### src/rtl/bcd_scan_display.sv
// Display consumer: 16-bit binary -> 4 BCD digits via serial double-dabble (17-cycle load/busy
// handshake), time-multiplexed onto a common-anode 4-digit 7-segment display.
module bcd_scan_display #(
   parameter int REFRESH_DIV = 50000,
   parameter bit BLANK_LZ    = 1'b1
) (
   input  logic        clk,
   input  logic        reset,
   input  logic [15:0] value,
   input  logic        load,
   output logic        busy,
   output logic [6:0]  seg7,
   output logic [3:0]  select
);
   localparam int            PW       = $clog2(REFRESH_DIV);
   localparam logic [PW-1:0] PRE_LAST = PW'(REFRESH_DIV - 1);
   localparam logic [6:0]    SEG_DASH  = 7'b0111111;
   localparam logic [6:0]    SEG_BLANK = 7'b1111111;

   typedef enum logic [1:0] {IDLE, CONVERT, COMMIT} state_t;

   state_t      state_q, state_d;
   logic [15:0] bin_q, bin_d;
   logic [15:0] bcd_q, bcd_d;
   logic [15:0] bcd_adj;
   logic [3:0]  cnt_q, cnt_d;
   logic        ovf_q, ovf_d;
   logic [15:0] disp_q, disp_d;
   logic        disp_ovf_q, disp_ovf_d;
   logic [PW-1:0] pre_q, pre_d;
   logic [1:0]  idx_q, idx_d;
   logic [3:0]  dig;
   logic        blank;

   always_ff @(posedge clk or negedge reset) begin
      if (!reset) begin
         state_q    <= IDLE;
         bin_q      <= '0;
         bcd_q      <= '0;
         cnt_q      <= '0;
         ovf_q      <= 1'b0;
         disp_q     <= '0;
         disp_ovf_q <= 1'b0;
      end else begin
         state_q    <= state_d;
         bin_q      <= bin_d;
         bcd_q      <= bcd_d;
         cnt_q      <= cnt_d;
         ovf_q      <= ovf_d;
         disp_q     <= disp_d;
         disp_ovf_q <= disp_ovf_d;
      end
   end

   // Add-3 correction on every scratch nibble before the shift.
   always_comb begin
      bcd_adj = bcd_q;
      for (int k = 0; k < 4; k++) begin
         if (bcd_q[k*4 +: 4] >= 4'd5)
            bcd_adj[k*4 +: 4] = bcd_q[k*4 +: 4] + 4'd3;
      end
   end

   always_comb begin
      state_d    = state_q;
      bin_d      = bin_q;
      bcd_d      = bcd_q;
      cnt_d      = cnt_q;
      ovf_d      = ovf_q;
      disp_d     = disp_q;
      disp_ovf_d = disp_ovf_q;
      case (state_q)
         IDLE: begin
            if (load) begin
               state_d = CONVERT;
               bin_d   = value;
               bcd_d   = '0;
               cnt_d   = '0;
               ovf_d   = (value > 16'd9999);
            end
         end
         CONVERT: begin
            {bcd_d, bin_d} = {bcd_adj, bin_q} << 1;
            cnt_d          = cnt_q + 4'd1;
            if (cnt_q == 4'd15)
               state_d = COMMIT;
         end
         COMMIT: begin
            disp_d     = bcd_q;
            disp_ovf_d = ovf_q;
            state_d    = IDLE;
         end
         default: state_d = IDLE;
      endcase
   end

   assign busy = (state_q != IDLE);

   // Scanner runs free of the converter so a display update never disturbs the dwell.
   always_ff @(posedge clk or negedge reset) begin
      if (!reset) begin
         pre_q <= '0;
         idx_q <= '0;
      end else begin
         pre_q <= pre_d;
         idx_q <= idx_d;
      end
   end

   always_comb begin
      pre_d = pre_q + 1'b1;
      idx_d = idx_q;
      if (pre_q == PRE_LAST) begin
         pre_d = '0;
         idx_d = idx_q + 2'd1;
      end
   end

   assign select = ~(4'b0001 << idx_q);

   always_comb begin
      dig = disp_q[{idx_q, 2'b00} +: 4];
      case (idx_q)
         2'd3:    blank = (disp_q[15:12] == 4'd0);
         2'd2:    blank = (disp_q[15:8]  == 8'd0);
         2'd1:    blank = (disp_q[15:4]  == 12'd0);
         default: blank = 1'b0;
      endcase
      if (!BLANK_LZ)
         blank = 1'b0;

      seg7 = SEG_BLANK;
      if (disp_ovf_q) begin
         seg7 = SEG_DASH;
      end else if (!blank) begin
         case (dig)
            4'd0:    seg7 = 7'b1000000;
            4'd1:    seg7 = 7'b1111001;
            4'd2:    seg7 = 7'b0100100;
            4'd3:    seg7 = 7'b0110000;
            4'd4:    seg7 = 7'b0011001;
            4'd5:    seg7 = 7'b0010010;
            4'd6:    seg7 = 7'b0000010;
            4'd7:    seg7 = 7'b1111000;
            4'd8:    seg7 = 7'b0000000;
            4'd9:    seg7 = 7'b0010000;
            default: seg7 = SEG_BLANK;
         endcase
      end
   end

endmodule
### config.mk
export PLATFORM = sky130hd
export DESIGN_NAME = bcd_scan_display
export DESIGN_NICKNAME = d
export VERILOG_FILES = /design/src/rtl/bcd_scan_display.sv
export SDC_FILE = /design/constraint.sdc
export NUM_CORES = 1
export LEC_CHECK = 0
export BUFFER_PORTS_ARGS = -buffer_cell sky130_fd_sc_hd__buf_2
export CORE_MARGIN = 2
export CORE_UTILIZATION = 30
export DETAILED_ROUTE_END_ITERATION = 10
export PLACE_DENSITY_LB_ADDON = 0.08
export SYNTH_ARGS = -nofsm -noshare
export SYNTH_HDL_FRONTEND = slang
export SYNTH_SLANG_ARGS = --single-unit
export TNS_END_PERCENT = 100
### constraint.sdc
create_clock -name clk -period 2.35 [get_ports clk]
set_clock_uncertainty 0.05 [all_clocks]
set_input_delay 0.3525 -clock clk [delete_from_list [all_inputs] [get_ports clk]]
set_output_delay 0.3525 -clock clk [all_outputs]
set_load 0.01 [all_outputs]
==> run metrics <==
# Max-Cap Violations=0; Crit Path Max Fanout=3; Worst-path clk slew=0.06 ns; Vias=~2900; Routed wire per std cell=14.6 um; DIE HEIGHT=117 um; Post-Syn Nets=approximately 420; final setup violation count=7; Initial Util=0.306; Highest Clock Rate=roughly 400 MHz; fin crit share=1.06; pwr/cell area=1100 nW/um2; vias in the first global route=2861; Antenna diodes=0; Final Hold Fails=0; root buf cell=clkbuf_16; CTS tree=done; Worst Max-Slew Pin Slew=~0.81 ns; RSZ-0062 raised after global routing=true; fin nets=468; leading area contributor after synthesis=dfrtp_1; DIE AREA=13700 um2; Post-synth EDFFs=0; vias per cell=about 4.7; Worst Setup Start Kind=flop; CTS Buf Count=9; IO Count=31; Yosys top cell area share=0.482; Core Area=12600 um2; YS warnings=0; Synth Area per Inst=about 10 um2; Hold WS=roughly 0.15 ns; status=finished, violations left; critical path class=reg2out; # rows=41; Setup WS pre-CTS=~0.096 ns; Synth async-reset ratio=1.00; Syn-to-layout area delta=22.6%; critical path endpoint category=primary output; Seq/Total Area, Yosys=0.482; Leakage=around 2.1 nW; CTS sink count=between 70 and 80; Routed Antenna Nets=0; H-tree depth=3; drt first-iter violations=approximately 140; share of layout cells above drive strength 1=0.258; initial antenna violation count=0; global placer's final weighted congestion=between 0.7 and 0.8; Fin Setup TNS=-0.743 ns; DRC=0; hpwl dp=around 6000 um; Peak VDD IR=a little under 0.6 mV; Synth Flop Type=dfrtp_1; Non-Filler Instances=around 600; 1st-pass router iterations=4; worst-skew pair later-pin latency=0.34 ns; synth top area cells=dfrtp_1, ha_1, nand2_1; Yosys reg bits=74; Slew HR=0.460; I/O Buffers=30; worst hold-check path type=in2reg; Total Routed Length=8850 um; mapped cell area=~3800 um2; Die X=117 um; Gate Count Post-Synth=379; CTS Buffer Depth=2; first-pass GRT wire length=approximately 15000 um; GR Overflow Total=0; setup ws final=-0.141 ns; largest net degree at the start of global routing=39; violated checks=setup timing; fin crit period=2.49 ns; Synth cell types=43; fillcell total=1253; Total GRT Usage=0.143; Worst EP arrival=2.09 ns; DP Cell Count=579; max-slew violation total from the final report=0; critical path required time=a little under 2 ns
[registers in the layout, summed over array words and instances, names as in the netlist]
signal,cells
bcd_q,16
idx_q,2
cnt_q,4
state_q,2
disp_q,16
bin_q,16
pre_q,16
disp_ovf_q,1
ovf_q,1
[layout by cell type, fill, tap and decap left out, types with 6 or more instances in the layout]
| cell | n |
|---|---|
| clkbuf_16 | 9 |
| inv_1 | 16 |
| xnor2_1 | 9 |
| nand3_1 | 24 |
| ha_1 | 17 |
| buf_2 | 29 |
| mux2_2 | 13 |
| a22oi_1 | 14 |
| a21oi_1 | 6 |
| nand2b_1 | 11 |
| nor2_1 | 20 |
| nand2_1 | 53 |
| xor2_1 | 11 |
| buf_4 | 20 |
| o21ai_0 | 26 |
| o31ai_1 | 9 |
| dfrtp_1 | 73 |
[where the power goes]
| group | internal (W) | total [W] | switching (W) |
|---|---|---|---|
| Clock | 0.000743 | 0.00130 | 0.000561 |
| Sequential | 0.00166 | 0.00197 | 0.000314 |
| Combinational | 0.000884 | 0.00188 | 0.000995 |
| Total | 0.00329 | 0.00516 | 0.00187 |
[stage by stage]
step	power [W]	util	cell area, um2
floorplan	0.00316	-	3840
CTS	0.00516	0.371	4660
global placement	0.00367	0.338	4250
finish	0.00516	0.375	4710
detailed placement	0.00369	0.338	4250
global route	0.00560	0.375	4710
[routing by layer]
metal / vias up / track usage / routed length (um)
met5: - / 0 / 0
met1: 1374 / 0.192 / 4490
li1: 1441 / - / -
met2: 38 / 0.215 / 3970
met3: 8 / 0.0463 / 288
met4: 0 / 0.0510 / 112
[worst max-delay path: stages (launching register included)]
cell,delay (ns)
dfrtp_1,0.42
mux4_2,0.59
inv_2,0.13
ha_4,0.21
inv_1,0.09
nor2_1,0.06
o21ai_1,0.11
buf_2,0.14
[what timing repair did]
item | CTS | global route
hold endpoints to repair | 35 | 0
cloned | 0 | 0
hold buffers | 1 | 0
endpoints found under the setup margin | 7 | 7
setup buffers | 8 | 2
pin swaps | 8 | 3
resized for setup | 20 | 9
[cell families after synthesis]
family | Yosys count | share of synthesized area
adders and majority gates | 20 | 0.0651
muxes | 19 | 0.0700
buffers and inverters | 36 | 0.0368
AOI/OAI and AO/OA | 77 | 0.127
DFF | 74 | 0.482
xor gates and xnor gates | 20 | 0.0456
and+or+nand+nor | 133 | 0.173
[Yosys cell counts (all sizes together) (2+ instances only)]
master,instances
a22oi,14
nand2b,11
a32o,4
a211oi,2
mux2,13
dfrtp,74
nand4,3
nand3,24
buf,4
xor2,11
mux4,5
nor4,3
o21ai,31
nand2,53
nor3,2
inv,20
ha,20
o22ai,3
nor2,20
or2,2
or4,4
xnor2,9
clkbuf,12
nor2b,4
o31ai,9
a21oi,9
[path summary, 6_finish.rpt]
kind | from | endpoint | slack [ns] | depth (start not counted)
max | idx_q[1] | seg7[3] | -0.14 | 7
min | value[0] | bin_q[0] | 0.15 | 3
max reg2reg | pre_q[4] | pre_q[9] | 0.49 | 4
min reg2reg | bin_q[4] | bin_q[4] | 0.43 | 2
max in group asynchronous | reset | bcd_q[7] | 1.14 | 3
min in group asynchronous | reset | disp_q[11] | 0.50 | 2
[layout make-up]
| type | count | area [um2] | share of cell area |
|---|---|---|---|
| clock buffers | 10 | 239 | 0.0508 |
| clock inverters | 6 | 41.3 | 0.00877 |
| inverters | 20 | 75.1 | 0.0159 |
| multi-input cells | 269 | 1920 | 0.408 |
| flip-flops and latches | 74 | 1850 | 0.394 |
| well taps | 172 | 215 | 0.0457 |
| repair buffers | 55 | 362 | 0.0768 |
Power figures use the tool's default switching activity.
